--- src/rtl/dmem_arbiter_if.sv ---
// rtl/dmem_arbiter_if.sv - requester and data-memory bus bundle for dmem_arbiter
interface dmem_arbiter_if #(
    parameter int ADDR_DEPTH = 14,
    parameter int DATA_WIDTH = 32
);
    // Requester side: index 0 = core LSU, index 1 = DMA/debug
    logic [1:0]                 REQ;
    logic [1:0]                 REQ_WE;
    logic [1:0][31:0]           REQ_ADDR;
    logic [1:0][DATA_WIDTH-1:0] REQ_WDATA;
    logic [1:0][1:0]            REQ_BSEL;
    logic [1:0]                 REQ_SIGN;
    logic [1:0]                 REQ_READY;
    logic [1:0]                 RSP_VALID;
    logic [DATA_WIDTH-1:0]      RSP_RDATA;
    logic                       RSP_ERR;

    // Memory side
    logic                       MEM_RDEN;
    logic                       MEM_WEN;
    logic [ADDR_DEPTH-1:0]      MEM_ADDR;
    logic [1:0]                 MEM_BSEL;
    logic                       MEM_SIGN;
    logic [DATA_WIDTH-1:0]      MEM_WDATA;
    logic [DATA_WIDTH-1:0]      MEM_RDATA;

    // Arbiter view: serves the requesters, drives the memory
    modport slave (
        input  REQ, REQ_WE, REQ_ADDR, REQ_WDATA, REQ_BSEL, REQ_SIGN, MEM_RDATA,
        output REQ_READY, RSP_VALID, RSP_RDATA, RSP_ERR,
        output MEM_RDEN, MEM_WEN, MEM_ADDR, MEM_BSEL, MEM_SIGN, MEM_WDATA
    );

    // Environment view: requesters plus the memory model
    modport master (
        output REQ, REQ_WE, REQ_ADDR, REQ_WDATA, REQ_BSEL, REQ_SIGN, MEM_RDATA,
        input  REQ_READY, RSP_VALID, RSP_RDATA, RSP_ERR,
        input  MEM_RDEN, MEM_WEN, MEM_ADDR, MEM_BSEL, MEM_SIGN, MEM_WDATA
    );
endinterface

--- src/rtl/dmem_arbiter.sv ---
// rtl/dmem_arbiter.sv - two-port data-memory arbiter, one transaction in flight (DMEM_ARB_RR_EN selects round-robin)
module dmem_arbiter #(
    parameter int ADDR_DEPTH = 14,
    parameter int DATA_WIDTH = 32
) (
    input  logic           CLK,
    input  logic           RST,
    dmem_arbiter_if.slave  bus
);
    localparam logic [1:0] S_IDLE  = 2'd0;
    localparam logic [1:0] S_ISSUE = 2'd1;
    localparam logic [1:0] S_RESP  = 2'd2;

    logic [1:0]            state;

    logic                  gnt;
    logic                  accept;
    logic [31:0]           sel_addr;
    logic [1:0]            sel_bsel;
    logic                  sel_err;

    logic                  cmd_owner;
    logic                  cmd_we;
    logic [ADDR_DEPTH-1:0] cmd_waddr;
    logic [DATA_WIDTH-1:0] cmd_wdata;
    logic [1:0]            cmd_bsel;
    logic                  cmd_sign;
    logic                  cmd_err;

    logic                  in_issue;
    logic                  in_resp;

`ifdef DMEM_ARB_RR_EN
    logic                  last_gnt;

    // Round-robin: on a tie the port not granted last wins
    always_comb begin
        gnt = bus.REQ[1];
        if (bus.REQ == 2'b11) begin
            gnt = ~last_gnt;
        end
    end

    // Pointer follows every grant; reset value 1 lets port 0 win the first tie
    always_ff @(posedge CLK or posedge RST) begin
        if (RST) begin
            last_gnt <= 1'b1;
        end else if (accept) begin
            last_gnt <= gnt;
        end
    end
`else
    // Fixed priority: port 0 wins whenever it requests
    always_comb begin
        gnt = ~bus.REQ[0];
    end
`endif

    // Acceptance and alignment / range check of the winning request
    always_comb begin
        accept   = (state == S_IDLE) && (bus.REQ != 2'b00) && !RST;
        sel_addr = bus.REQ_ADDR[gnt];
        sel_bsel = bus.REQ_BSEL[gnt];
        sel_err  = (sel_addr >> (ADDR_DEPTH + 2)) != 32'd0;
        if (sel_bsel[1]) begin
            sel_err = sel_err | (sel_addr[1:0] != 2'b00);
        end else if (sel_bsel[0]) begin
            sel_err = sel_err | sel_addr[0];
        end
    end

    // Transaction FSM: IDLE -> ISSUE -> RESP -> IDLE
    always_ff @(posedge CLK or posedge RST) begin
        if (RST) begin
            state <= S_IDLE;
        end else begin
            case (state)
                S_IDLE:  if (accept) state <= S_ISSUE;
                S_ISSUE: state <= S_RESP;
                S_RESP:  state <= S_IDLE;
                default: state <= S_IDLE;
            endcase
        end
    end

    // Command register captures the granted request at acceptance
    always_ff @(posedge CLK or posedge RST) begin
        if (RST) begin
            cmd_owner <= 1'b0;
            cmd_we    <= 1'b0;
            cmd_waddr <= '0;
            cmd_wdata <= '0;
            cmd_bsel  <= 2'b00;
            cmd_sign  <= 1'b0;
            cmd_err   <= 1'b0;
        end else if (accept) begin
            cmd_owner <= gnt;
            cmd_we    <= bus.REQ_WE[gnt];
            cmd_waddr <= sel_addr[ADDR_DEPTH+1:2];
            cmd_wdata <= bus.REQ_WDATA[gnt];
            cmd_bsel  <= sel_bsel;
            cmd_sign  <= bus.REQ_SIGN[gnt];
            cmd_err   <= sel_err;
        end
    end

    // Outputs decode from state so reset clears them without waiting for a clock
    always_comb begin
        in_issue      = (state == S_ISSUE);
        in_resp       = (state == S_RESP);

        bus.REQ_READY = accept ? (gnt ? 2'b10 : 2'b01) : 2'b00;

        bus.MEM_RDEN  = in_issue && !cmd_we && !cmd_err;
        bus.MEM_WEN   = in_issue && cmd_we && !cmd_err;
        bus.MEM_ADDR  = in_issue ? cmd_waddr : '0;
        bus.MEM_WDATA = in_issue ? cmd_wdata : '0;
        bus.MEM_BSEL  = in_issue ? cmd_bsel : 2'b00;
        bus.MEM_SIGN  = in_issue && cmd_sign;

        bus.RSP_VALID = in_resp ? (cmd_owner ? 2'b10 : 2'b01) : 2'b00;
        bus.RSP_ERR   = in_resp && cmd_err;
        bus.RSP_RDATA = (in_resp && !cmd_we && !cmd_err) ? bus.MEM_RDATA : '0;
    end
endmodule

--- src/flat_wrapper.sv ---
// flat-port wrapper written by rule: the top's interface ports become plain ports
module dmem_arbiter_flat 
#(
    parameter int ADDR_DEPTH = 14,
    parameter int DATA_WIDTH = 32
)
  (CLK, RST, bus_REQ, bus_REQ_WE, bus_REQ_ADDR, bus_REQ_WDATA, bus_REQ_BSEL, bus_REQ_SIGN, bus_MEM_RDATA, bus_REQ_READY, bus_RSP_VALID, bus_RSP_RDATA, bus_RSP_ERR, bus_MEM_RDEN, bus_MEM_WEN, bus_MEM_ADDR, bus_MEM_BSEL, bus_MEM_SIGN, bus_MEM_WDATA);
  dmem_arbiter_if #(.ADDR_DEPTH(ADDR_DEPTH), .DATA_WIDTH(DATA_WIDTH)) bus_i ();
  input  logic CLK;
  input  logic RST;
  input wire logic [$bits(bus_i.REQ)-1:0] bus_REQ;
  input wire logic [$bits(bus_i.REQ_WE)-1:0] bus_REQ_WE;
  input wire logic [$bits(bus_i.REQ_ADDR)-1:0] bus_REQ_ADDR;
  input wire logic [$bits(bus_i.REQ_WDATA)-1:0] bus_REQ_WDATA;
  input wire logic [$bits(bus_i.REQ_BSEL)-1:0] bus_REQ_BSEL;
  input wire logic [$bits(bus_i.REQ_SIGN)-1:0] bus_REQ_SIGN;
  input wire logic [$bits(bus_i.MEM_RDATA)-1:0] bus_MEM_RDATA;
  output wire logic [$bits(bus_i.REQ_READY)-1:0] bus_REQ_READY;
  output wire logic [$bits(bus_i.RSP_VALID)-1:0] bus_RSP_VALID;
  output wire logic [$bits(bus_i.RSP_RDATA)-1:0] bus_RSP_RDATA;
  output wire logic [$bits(bus_i.RSP_ERR)-1:0] bus_RSP_ERR;
  output wire logic [$bits(bus_i.MEM_RDEN)-1:0] bus_MEM_RDEN;
  output wire logic [$bits(bus_i.MEM_WEN)-1:0] bus_MEM_WEN;
  output wire logic [$bits(bus_i.MEM_ADDR)-1:0] bus_MEM_ADDR;
  output wire logic [$bits(bus_i.MEM_BSEL)-1:0] bus_MEM_BSEL;
  output wire logic [$bits(bus_i.MEM_SIGN)-1:0] bus_MEM_SIGN;
  output wire logic [$bits(bus_i.MEM_WDATA)-1:0] bus_MEM_WDATA;
  assign bus_i.REQ = bus_REQ;
  assign bus_i.REQ_WE = bus_REQ_WE;
  assign bus_i.REQ_ADDR = bus_REQ_ADDR;
  assign bus_i.REQ_WDATA = bus_REQ_WDATA;
  assign bus_i.REQ_BSEL = bus_REQ_BSEL;
  assign bus_i.REQ_SIGN = bus_REQ_SIGN;
  assign bus_i.MEM_RDATA = bus_MEM_RDATA;
  assign bus_REQ_READY = bus_i.REQ_READY;
  assign bus_RSP_VALID = bus_i.RSP_VALID;
  assign bus_RSP_RDATA = bus_i.RSP_RDATA;
  assign bus_RSP_ERR = bus_i.RSP_ERR;
  assign bus_MEM_RDEN = bus_i.MEM_RDEN;
  assign bus_MEM_WEN = bus_i.MEM_WEN;
  assign bus_MEM_ADDR = bus_i.MEM_ADDR;
  assign bus_MEM_BSEL = bus_i.MEM_BSEL;
  assign bus_MEM_SIGN = bus_i.MEM_SIGN;
  assign bus_MEM_WDATA = bus_i.MEM_WDATA;
  dmem_arbiter #(.ADDR_DEPTH(ADDR_DEPTH), .DATA_WIDTH(DATA_WIDTH)) u_core (.CLK(CLK), .RST(RST), .bus(bus_i));
endmodule
--- config.mk ---
export PLATFORM = sky130hd
export DESIGN_NAME = dmem_arbiter_flat
export DESIGN_NICKNAME = d
export VERILOG_FILES = /design/src/rtl/dmem_arbiter_if.sv /design/src/rtl/dmem_arbiter.sv /design/src/flat_wrapper.sv
export SDC_FILE = /design/constraint.sdc
export NUM_CORES = 1
export LEC_CHECK = 0
export BUFFER_PORTS_ARGS = -buffer_cell sky130_fd_sc_hd__buf_2
export CAP_MARGIN = 20
export CELL_PAD_IN_SITES_DETAIL_PLACEMENT = 1
export CELL_PAD_IN_SITES_GLOBAL_PLACEMENT = 1
export CORE_MARGIN = 3
export CORE_UTILIZATION = 26
export DETAILED_ROUTE_END_ITERATION = 16
export MAX_ROUTING_LAYER = met4
export PLACE_DENSITY_LB_ADDON = 0.1
export REMOVE_ABC_BUFFERS = 1
export SYNTH_ARGS = -nofsm -noshare
export SYNTH_HDL_FRONTEND = slang
export SYNTH_SLANG_ARGS = --single-unit
--- constraint.sdc ---
create_clock -name CLK -period 2 [get_ports CLK]
set_input_delay 0.4 -clock CLK [delete_from_list [all_inputs] [get_ports CLK]]
set_output_delay 0.4 -clock CLK [all_outputs]
set_load 0.02 [all_outputs]
Word level (Yosys, flattened, before mapping)

Cells that the tools add are included.
W data, S select, Z words.

Add/sub/neg operators: 0
$mul: 0
Divide/modulo/power cells: 0
Magnitude comparators: 1
Eq/ne operators: 3
Shift-type cells: 0
Mux-type cells: 22
Bitwise logic cells: 3
Reductions and logical operators: 17

Operators with widths:

| cell                 | number |
|---|---|
| $mux W32             | 6 |
| $reduce_bool A32 Y1  | 1 |
| $mux W2              | 8 |
| $mux W14             | 1 |
| $logic_and A1 B1 Y1  | 10 |
| $mux W1              | 6 |
| $pmux W2 S2          | 1 |
| $reduce_bool A2 Y1   | 2 |
| $logic_not A1 Y1     | 3 |
| $eq A2 B1 Y1 const B | 1 |
| $eq A2 B2 Y1 const B | 1 |
| $logic_not A2 Y1     | 1 |
| $lt A1 B2 Y1 const B | 1 |
| $ne A2 B1 Y1 const B | 1 |
| $or A1 B1 Y1         | 2 |
| $not A1 Y1           | 1 |

Register bits: 54
Latch bits: 0
RAM bits: 0
Memory bits (read-only): 0
Output and inout bits: 88
Word-level logic and storage cells: 54
Memories: 0

Longest topological paths before layout

Gate-level depths: netlist of run 1.

Depth in word-level cells: 7
Gate-level depth with buffers: 7
Gate-level depth less buffers: 5

Worst setup path before layout of run 1

No wires, ideal clock.

Path type: register to output
Start point: reg u_core.state[1]
End point: out bus_REQ_READY[1]
Arrival time: 1,309 ps
Required time: 1,600 ps
Slack: 291 ps
Cell stages (with the launch flop): 6
Path buffers: 2
Cells stage by stage: dfrtp_1 -> nor3_1 -> o21ai_2 -> buf_2 -> buf_2 -> nor2_1

Word-level cells in the longest chain between the ends: 4

Ends and longest elaborated chain:

| item                             | RTL line            | RTL |
|---|---|---|
| from (decl)                      | dmem_arbiter.sv:14  | `logic [1:0] state;` |
| from (signal assigned)           | dmem_arbiter.sv:75  | `state <= S_IDLE;` |
| from (signal assigned)           | dmem_arbiter.sv:78  | `S_IDLE: if (accept) state <= S_ISSUE;` |
| from (signal assigned)           | dmem_arbiter.sv:79  | `S_ISSUE: state <= S_RESP;` |
| $logic_not A2 Y1                 | dmem_arbiter.sv:61  | `accept = (state == S_IDLE) && (bus.REQ != 2'b00) && !RST;` |
| $logic_and A1 B1 Y1 (2 in a row) | dmem_arbiter.sv:61  |  |
| $mux W2                          | dmem_arbiter.sv:112 | `bus.REQ_READY = accept ? (gnt ? 2'b10 : 2'b01) : 2'b00;` |
| to (decl)                        | flat_wrapper.sv:18  | `output wire logic [$bits(bus_i.REQ_READY)-1:0] bus_REQ_READY;` |

No other way between the ends.

Worst setup path in the final report of run 1

Start point: reg u_core.state[0]
End point: out bus_RSP_RDATA[11]

Word-level cells in the longest chain between the ends: 4

Ends and longest elaborated chain:

| item                             | RTL line            | RTL |
|---|---|---|
| $eq A2 B2 Y1                     | dmem_arbiter.sv:110 | `in_resp = (state == S_RESP);` |
| $logic_and A1 B1 Y1 (2 in a row) | dmem_arbiter.sv:123 | `bus.RSP_RDATA = (in_resp && !cmd_we && !cmd_err) ? bus.MEM_RDATA : '0;` |
| $mux W32                         | dmem_arbiter.sv:123 |  |
| to (decl)                        | flat_wrapper.sv:20  | `output wire logic [$bits(bus_i.RSP_RDATA)-1:0] bus_RSP_RDATA;` |

No other way between the ends.

==> report_table.html, run 1 <==
<table>
<tr><th>Metric</th><th>Value</th></tr>
<tr><th colspan="2">Global routing</th></tr>
<tr><td>Maximum number of pins on one net before global-route repair</td><td>50</td></tr>
<tr><td>Number of global-route vias before repair</td><td>3745</td></tr>
<tr><td>Global-route usage over all layers</td><td>0.192</td></tr>
<tr><td>Wire length of the first global-routing pass</td><td>19.3 mm</td></tr>
<tr><td>Number of antenna violations at the first check in global routing</td><td>1</td></tr>
<tr><td>Aggregate global routing overflow</td><td>0</td></tr>
<tr><th colspan="2">Synthesis</th></tr>
<tr><td>Mux share of post-synthesis cell area</td><td>0.00663</td></tr>
<tr><td>Cell type with the highest aggregate area in the netlist</td><td>dfrtp_1</td></tr>
<tr><td>Mapped Area</td><td>3020 µm²</td></tr>
<tr><td>Largest family of logic cells by synthesized area</td><td>simple AND/OR/NAND/NOR gates</td></tr>
<tr><td>Post-synthesis simple-gate area fraction</td><td>0.314</td></tr>
<tr><td>Seq/Total Area, Yosys</td><td>0.448</td></tr>
<tr><td>Share of synthesized cell area in full adder, half adder and majority cells</td><td>0</td></tr>
<tr><td>Total number of yosys warnings</td><td>0</td></tr>
<tr><td>Yosys reg bits</td><td>54</td></tr>
<tr><td>Post-synthesis instance total</td><td>304</td></tr>
<tr><td>Cell variety after synth</td><td>24</td></tr>
<tr><td>Compound-gate portion of the synthesized area</td><td>0.179</td></tr>
<tr><td>Xor and xnor area share after synthesis</td><td>0</td></tr>
<tr><td>Average cell area after synthesis</td><td>9.93 µm²</td></tr>
<tr><td>Share of the synthesized area in the top cell type</td><td>0.448</td></tr>
<tr><td>Top cells by area in the synthesized netlist</td><td>dfrtp_1 45%, and2_1 17%, a221o_1 16%, and3_1 10%, clkbuf_1 2.1%</td></tr>
<tr><th colspan="2">Place</th></tr>
<tr><td>Cells after DPL</td><td>686</td></tr>
<tr><td>Minimum setup slack after placement</td><td>196 ps</td></tr>
<tr><td>Routability-driven placement congestion ratio</td><td>0.795</td></tr>
<tr><td>Placed instance area</td><td>4510 µm²</td></tr>
<tr><td>Detail Placement HPWL</td><td>9.66 mm</td></tr>
<tr><td>Port Buffers</td><td>259</td></tr>
<tr><th colspan="2">Run status</th></tr>
<tr><td>Outcome</td><td>finished clean</td></tr>
<tr><th colspan="2">Clock network</th></tr>
<tr><td>Root cell of the clock tree</td><td>clkbuf_16</td></tr>
<tr><td>Clock latency at the later pin of the worst-skew pair</td><td>280 ps</td></tr>
<tr><td>Post-CTS setup buffers</td><td>0</td></tr>
<tr><td>Number of clock buffers inserted by TritonCTS</td><td>5</td></tr>
<tr><td>Post-CTS clock slew at the launch and capture registers of the worst setup and hold paths</td><td>70 ps</td></tr>
<tr><td>Cts hold-fix bufs</td><td>0</td></tr>
<tr><td>Max H-tree Level</td><td>2</td></tr>
<tr><td>Clk sinks</td><td>54</td></tr>
<tr><td>Clock tree from TritonCTS</td><td>built</td></tr>
<tr><td>Longest Clk Path Bufs</td><td>2</td></tr>
<tr><th colspan="2">Pwr</th></tr>
<tr><td>Clock group share of total power</td><td>0.289</td></tr>
<tr><td>Worst vdd rail ir drop</td><td>0.000399 V</td></tr>
<tr><td>Overall power consumption</td><td>3.43 mW</td></tr>
<tr><td>Switching share of power</td><td>0.293</td></tr>
<tr><td>Power density over the cells</td><td>731 nW/µm²</td></tr>
<tr><td>Reg power frac</td><td>0.434</td></tr>
<tr><td>Int Power</td><td>2.42 mW</td></tr>
<tr><td>Switching pwr</td><td>1.01 mW</td></tr>
<tr><td>Combinational share of power</td><td>0.277</td></tr>
<tr><td>Static leakage</td><td>2.75 nW</td></tr>
<tr><th colspan="2">STA</th></tr>
<tr><td>Setup TNS</td><td>0 ps</td></tr>
<tr><td>Final hold violation count</td><td>0</td></tr>
<tr><td>Final count of negative-setup-slack endpoints</td><td>0</td></tr>
<tr><td>Worst relative slew slack</td><td>0.704</td></tr>
<tr><td>Setup repair after global routing missed its margin</td><td>yes</td></tr>
<tr><td>Final number of max-transition violations</td><td>0</td></tr>
<tr><td>Highest achievable clock rate</td><td>506 MHz</td></tr>
<tr><td>Smallest hold slack</td><td>132 ps</td></tr>
<tr><td>Period utilization</td><td>0.988</td></tr>
<tr><td>Least setup slack across all paths after layout</td><td>23.4 ps</td></tr>
<tr><td>Worst Skew</td><td>3.87 ps</td></tr>
<tr><td>Pin slew with the least headroom to its limit</td><td>444 ps</td></tr>
<tr><td>Minimum clock period</td><td>1980 ps</td></tr>
<tr><th colspan="2">Routing</th></tr>
<tr><td>DR iter-0 viols</td><td>139</td></tr>
<tr><td>Remaining design rule violation count</td><td>0</td></tr>
<tr><td>Total Wirelength</td><td>12.5 mm</td></tr>
<tr><td>Average wire per standard cell</td><td>18.0 µm</td></tr>
<tr><td>First-pass iteration count of the detailed router</td><td>7</td></tr>
<tr><td>Via/cell ratio</td><td>4.92</td></tr>
<tr><td>Number of nets with antenna violations after detailed routing</td><td>0</td></tr>
<tr><td>Count of vias placed by the detailed router</td><td>3416</td></tr>
<tr><th colspan="2">Floorplan</th></tr>
<tr><td>Die extent in x</td><td>114 µm</td></tr>
<tr><td>Number of ports placed on the die boundary</td><td>260</td></tr>
<tr><td>Chip Height</td><td>114 µm</td></tr>
<tr><td>Initial Util</td><td>0.273</td></tr>
<tr><td>Die ar.</td><td>12900 µm²</td></tr>
<tr><td>Row count</td><td>38</td></tr>
<tr><td>Floorplan Core Area</td><td>11100 µm²</td></tr>
<tr><th colspan="2">Critical path</th></tr>
<tr><td>Required time of the worst setup path</td><td>1600 ps</td></tr>
<tr><td>Nature of the critical path endpoint</td><td>output pin</td></tr>
<tr><td>Critical Path Source Type</td><td>register</td></tr>
<tr><td>Worst-path fanout max</td><td>32</td></tr>
<tr><td>WP data arrival</td><td>1580 ps</td></tr>
<tr><td>Worst setup path class</td><td>register to output pin</td></tr>
<tr><th colspan="2">Cells and area</th></tr>
<tr><td>Net total in the final layout</td><td>725</td></tr>
<tr><td>Post-layout instance count excluding filler cells</td><td>695</td></tr>
<tr><td>Post-Route Utilization</td><td>0.423</td></tr>
<tr><td>Share of final-layout standard cells stronger than drive strength 1</td><td>0.513</td></tr>
<tr><td>Finished layout cell area</td><td>4690 µm²</td></tr>
<tr><td>Area Overhead vs Synth</td><td>55.2%</td></tr>
<tr><th colspan="2">Run</th></tr>
<tr><td>Max-capacitance violation count</td><td>0</td></tr>
<tr><th colspan="2">Worst hold path</th></tr>
<tr><td>Class of the worst hold path</td><td>input pin to asynchronous set/reset pin</td></tr>
</table>
[metal layers]
metal / routed length, µm / vias to the layer above / track usage
li1: - / 1613 / -
met1: 4850 / 1635 / 0.220
met2: 6540 / 160 / 0.353
met3: 960 / 8 / 0.0329
met4: 126 / 0 / 0.0321
met5: 0 / - / -
[state kept, by name, indices dropped and copies added, names as in the netlist]
register and count:
u_core.cmd_bsel 2, u_core.cmd_err 1, u_core.cmd_owner 1, u_core.cmd_sign 1
u_core.cmd_waddr 14, u_core.cmd_wdata 32, u_core.cmd_we 1, u_core.state 2
[cells in the final DEF (no fill, tap or decap), types with 3 or more instances in the layout]
cell type	count
clkbuf_16	5
buf_12	3
and3_1	49
dfrtp_1	54
nor3_1	5
inv_1	3
or4_1	3
nor2_1	4
nand2_1	3
o21ai_0	4
buf_2	259
and2_1	81
a221o_1	48
buf_4	9
nor4_1	3
[power by group through the flow]
stage	Combinational [mW]	Sequential, mW	Clock [mW]
finish	0.947	1.49	0.990
CTS	0.962	1.49	1.02
global route	1.05	1.52	1.06
global placement	0.937	1.49	0
detailed placement	0.966	1.50	0
floorplan	0.548	1.45	0
[Yosys cell counts (all sizes together)]
library cell	number
a211oi	2
nor3b	1
nor2b	1
nand4	2
a221o	48
nor2	5
dfrtp	54
buf	13
a21oi	2
nand2	3
clkbuf	17
and3	49
a31oi	1
nand2b	1
nor3	6
mux2i	2
o21ai	5
nor4	3
or4	3
inv	5
and2	81
[repair_timing]
action | in CTS | in global routing
endpoints found under the hold margin | 0 | 0
endpoints found under the setup margin | 1 | 60
resized for setup | 0 | 2
[worst max-delay path, stage by stage (launching register included)]
cell and delay [ps]:
dfrtp_1 390, nand2b_1 230, nor3_4 190, buf_12 180, and2_1 130, buf_2 170
[cell families after synthesis]
group | after synthesis
buf+inv | 35
simple gates | 155
mux | 2
flops | 54
compound gates | 58
[area by class of cell]
| type | instances | area [µm²] |
|---|---|---|
| Antenna cell | 1 | 2.50 |
| Timing Repair Buffer | 272 | 1440 |
| Inverter | 5 | 18.8 |
| Fill cell | 1379 | 6390 |
| Clock inverter | 1 | 30.0 |
| Multi-Input combinational cell | 215 | 1540 |
| Tap cell | 140 | 175 |
| Sequential cell | 54 | 1350 |
| Clock buffer | 7 | 133 |
[worst paths after layout]
path | start | end | slack (ps) | cells past startpoint
hold reg to reg | u_core.cmd_bsel[1] | u_core.cmd_bsel[1] | 490 | 2
min in group CLK | bus_REQ_WDATA[28] | u_core.cmd_wdata[28] | 340 | 2
max in group asynchronous | RST | u_core.cmd_waddr[1] | 1310 | 3
hold / removal | RST | u_core.cmd_err | 130 | 2
setup / recovery | u_core.state[0] | bus_RSP_RDATA[11] | 20 | 5
setup reg to reg | u_core.state[1] | u_core.cmd_wdata[23] | 280 | 5
Power figures use the tool's default switching activity.
==> run 2: changes to the inputs <==
--- a/config.mk
+++ b/config.mk
@@ -9,11 +9,11 @@
 export CAP_MARGIN = 20
 export CELL_PAD_IN_SITES_DETAIL_PLACEMENT = 1
 export CELL_PAD_IN_SITES_GLOBAL_PLACEMENT = 1
-export CORE_MARGIN = 3
+export CORE_MARGIN = 2
 export CORE_UTILIZATION = 26
 export DETAILED_ROUTE_END_ITERATION = 16
 export MAX_ROUTING_LAYER = met4
-export PLACE_DENSITY_LB_ADDON = 0.1
+export PLACE_DENSITY = 0.89
 export REMOVE_ABC_BUFFERS = 1
 export SYNTH_ARGS = -nofsm -noshare
 export SYNTH_HDL_FRONTEND = slang
==> run 2 against run 1 <==
Maximum frequency up 0.91%. Combinational power down 0.4%. Global-route usage up 0.16 points. Critical endpoint is now bus_REQ_READY[1]. Flip-flop and latch count unchanged. Routed wire length down 4.1%. Via count up 0.47%. Sequential share of layout area down 0.050 points. Highest routed layer unchanged. Register-to-register slack worse by 110 ps. Worst setup slack better by 18 ps.
==> report_table.html, run 2 (same netlist as run 1, synthesis figures left out) <==
<table>
<tr><th>Metric</th><th>Value</th></tr>
<tr><th colspan="2">STA</th></tr>
<tr><td>Final count of negative-setup-slack endpoints</td><td>0</td></tr>
<tr><td>Pin slew with the least headroom to its limit</td><td>690 ps</td></tr>
<tr><td>Worst Skew</td><td>8.01 ps</td></tr>
<tr><td>Final hold violation count</td><td>0</td></tr>
<tr><td>Setup TNS</td><td>0 ps</td></tr>
<tr><td>Minimum clock period</td><td>1960 ps</td></tr>
<tr><td>Worst relative slew slack</td><td>0.539</td></tr>
<tr><td>Period utilization</td><td>0.979</td></tr>
<tr><td>Setup repair after global routing missed its margin</td><td>yes</td></tr>
<tr><td>Final number of max-transition violations</td><td>0</td></tr>
<tr><td>Highest achievable clock rate</td><td>511 MHz</td></tr>
<tr><th colspan="2">Pwr</th></tr>
<tr><td>Worst vdd rail ir drop</td><td>0.000366 V</td></tr>
<tr><td>Static leakage</td><td>2.74 nW</td></tr>
<tr><td>Power density over the cells</td><td>698 nW/µm²</td></tr>
<tr><td>Overall power consumption</td><td>3.28 mW</td></tr>
<tr><th colspan="2">Clock network</th></tr>
<tr><td>Clock tree from TritonCTS</td><td>built</td></tr>
<tr><td>Post-CTS setup buffers</td><td>0</td></tr>
<tr><td>Longest Clk Path Bufs</td><td>2</td></tr>
<tr><td>Post-CTS clock slew at the launch and capture registers of the worst setup and hold paths</td><td>70 ps</td></tr>
<tr><td>Clock latency at the later pin of the worst-skew pair</td><td>290 ps</td></tr>
<tr><td>Clk sinks</td><td>54</td></tr>
<tr><td>Number of clock buffers inserted by TritonCTS</td><td>5</td></tr>
<tr><td>Root cell of the clock tree</td><td>clkbuf_16</td></tr>
<tr><td>Max H-tree Level</td><td>2</td></tr>
<tr><td>Cts hold-fix bufs</td><td>0</td></tr>
<tr><th colspan="2">Routing</th></tr>
<tr><td>First-pass iteration count of the detailed router</td><td>4</td></tr>
<tr><td>Via/cell ratio</td><td>4.92</td></tr>
<tr><td>Remaining design rule violation count</td><td>0</td></tr>
<tr><td>Count of vias placed by the detailed router</td><td>3432</td></tr>
<tr><td>Total Wirelength</td><td>12.0 mm</td></tr>
<tr><td>Number of nets with antenna violations after detailed routing</td><td>0</td></tr>
<tr><td>DR iter-0 viols</td><td>162</td></tr>
<tr><td>Average wire per standard cell</td><td>17.2 µm</td></tr>
<tr><th colspan="2">Cells and area</th></tr>
<tr><td>Leading cell types in the layout, fill and taps excluded</td><td>242 x buf_2, 81 x and2_1, 53 x dfrtp_1, 49 x and3_1, 48 x a221o_1</td></tr>
<tr><td>Diode count</td><td>0</td></tr>
<tr><td>Area Overhead vs Synth</td><td>55.7%</td></tr>
<tr><td>Most common library cell in the layout ignoring fill and taps</td><td>buf_2</td></tr>
<tr><td>Top register by number of flip-flops</td><td>u_core.cmd_wdata</td></tr>
<tr><td>Net total in the final layout</td><td>726</td></tr>
<tr><td>Share of final-layout standard cells stronger than drive strength 1</td><td>0.520</td></tr>
<tr><td>Largest register FFs</td><td>32</td></tr>
<tr><td>Largest registers in the final layout</td><td>u_core.cmd_wdata (32), u_core.cmd_waddr (14)</td></tr>
<tr><th colspan="2">Global routing</th></tr>
<tr><td>Maximum number of pins on one net before global-route repair</td><td>50</td></tr>
<tr><td>Wire length of the first global-routing pass</td><td>19.0 mm</td></tr>
<tr><td>Aggregate global routing overflow</td><td>0</td></tr>
<tr><td>Global-route usage over all layers</td><td>0.193</td></tr>
<tr><td>Number of antenna violations at the first check in global routing</td><td>0</td></tr>
<tr><td>Number of global-route vias before repair</td><td>3752</td></tr>
<tr><th colspan="2">Floorplan</th></tr>
<tr><td>Initial Util</td><td>0.266</td></tr>
<tr><td>Chip Height</td><td>112 µm</td></tr>
<tr><td>Die ar.</td><td>12500 µm²</td></tr>
<tr><td>Floorplan Core Area</td><td>11400 µm²</td></tr>
<tr><td>Number of ports placed on the die boundary</td><td>260</td></tr>
<tr><td>Die extent in x</td><td>112 µm</td></tr>
<tr><td>Row count</td><td>39</td></tr>
<tr><th colspan="2">Place</th></tr>
<tr><td>Detail Placement HPWL</td><td>9.57 mm</td></tr>
<tr><td>Routability-driven placement congestion ratio</td><td>0.897</td></tr>
<tr><td>Port Buffers</td><td>259</td></tr>
<tr><th colspan="2">Critical path</th></tr>
<tr><td>Required time of the worst setup path</td><td>1600 ps</td></tr>
<tr><td>Nature of the critical path endpoint</td><td>output pin</td></tr>
<tr><td>Worst-path fanout max</td><td>10</td></tr>
<tr><td>WP data arrival</td><td>1560 ps</td></tr>
<tr><td>Critical Path Source Type</td><td>register</td></tr>
<tr><td>Setup slack, reg-to-reg</td><td>170 ps</td></tr>
<tr><td>Worst setup path class</td><td>register to output pin</td></tr>
<tr><th colspan="2">Worst hold path</th></tr>
<tr><td>Class of the worst hold path</td><td>input pin to asynchronous set/reset pin</td></tr>
<tr><th colspan="2">Run status</th></tr>
<tr><td>Outcome</td><td>finished clean</td></tr>
<tr><th colspan="2">Run</th></tr>
<tr><td>Max-capacitance violation count</td><td>0</td></tr>
</table>
## run 2: layer usage
| metal | track usage | part of all wire |
|---|---|---|
| met1 | 0.215 | 0.40 |
| met2 | 0.359 | 0.53 |
| met3 | 0.0365 | 0.062 |
| met4 | 0.0403 | 0.011 |
| met5 | - | 0 |
## run 2: final cells by class
cell class / instances / area (µm²)
clock buffers: 6 / 129
clock inverters: 1 / 7.51
fillers: 1396 / 6670
inverters: 5 / 18.8
multi-input cells: 215 / 1550
flip-flops and latches: 54 / 1350
well taps: 143 / 179
repair buffers: 273 / 1460
## run 2: stage by stage
stage	setup slack (ps)	hold WS [ps]	util	instance area, µm²	cells
finish	41.2	154	0.413	4700	697
CTS	23.4	166	0.408	4640	696
floorplan	-1380	442	-	2880	274
global placement	104	453	0.395	4490	689
detailed placement	26.6	467	0.395	4490	689
global route	-37.1	192	0.413	4700	697
## run 2: where the power goes
| part | switching (mW) | internal, mW | total [mW] |
|---|---|---|---|
| registers | 0.153 | 1.35 | 1.50 |
| logic | 0.466 | 0.477 | 0.943 |
| clock network | 0.378 | 0.459 | 0.837 |
| total | 0.996 | 2.28 | 3.28 |
## run 2: worst paths after layout
| check | from | to | cells past startpoint |
|---|---|---|---|
| worst max-delay path | u_core.state[1] | bus_REQ_READY[1] | 5 |
| worst min-delay path | RST | u_core.cmd_wdata[30] | 2 |
| worst max register to register | u_core.state[1] | u_core.cmd_wdata[19] | 5 |
| worst min register to register | u_core.cmd_bsel[0] | u_core.cmd_bsel[0] | 2 |
| max in group asynchronous | RST | u_core.cmd_wdata[17] | 3 |
| min in group CLK | bus_REQ_WDATA[5] | u_core.cmd_wdata[5] | 2 |
## run 2: repair_timing
action,4_1_cts,5_1_grt
cloned,0,1
hold endpoints to repair,0,0
setup endpoints to repair,1,33
resized for setup,2,23
## run 2: critical path, stage by stage (launching register included)
cell	delay, ps
dfrtp_2	440
nor3_2	260
o21ai_4	130
buf_4	190
nor2_1	80
buf_2	170
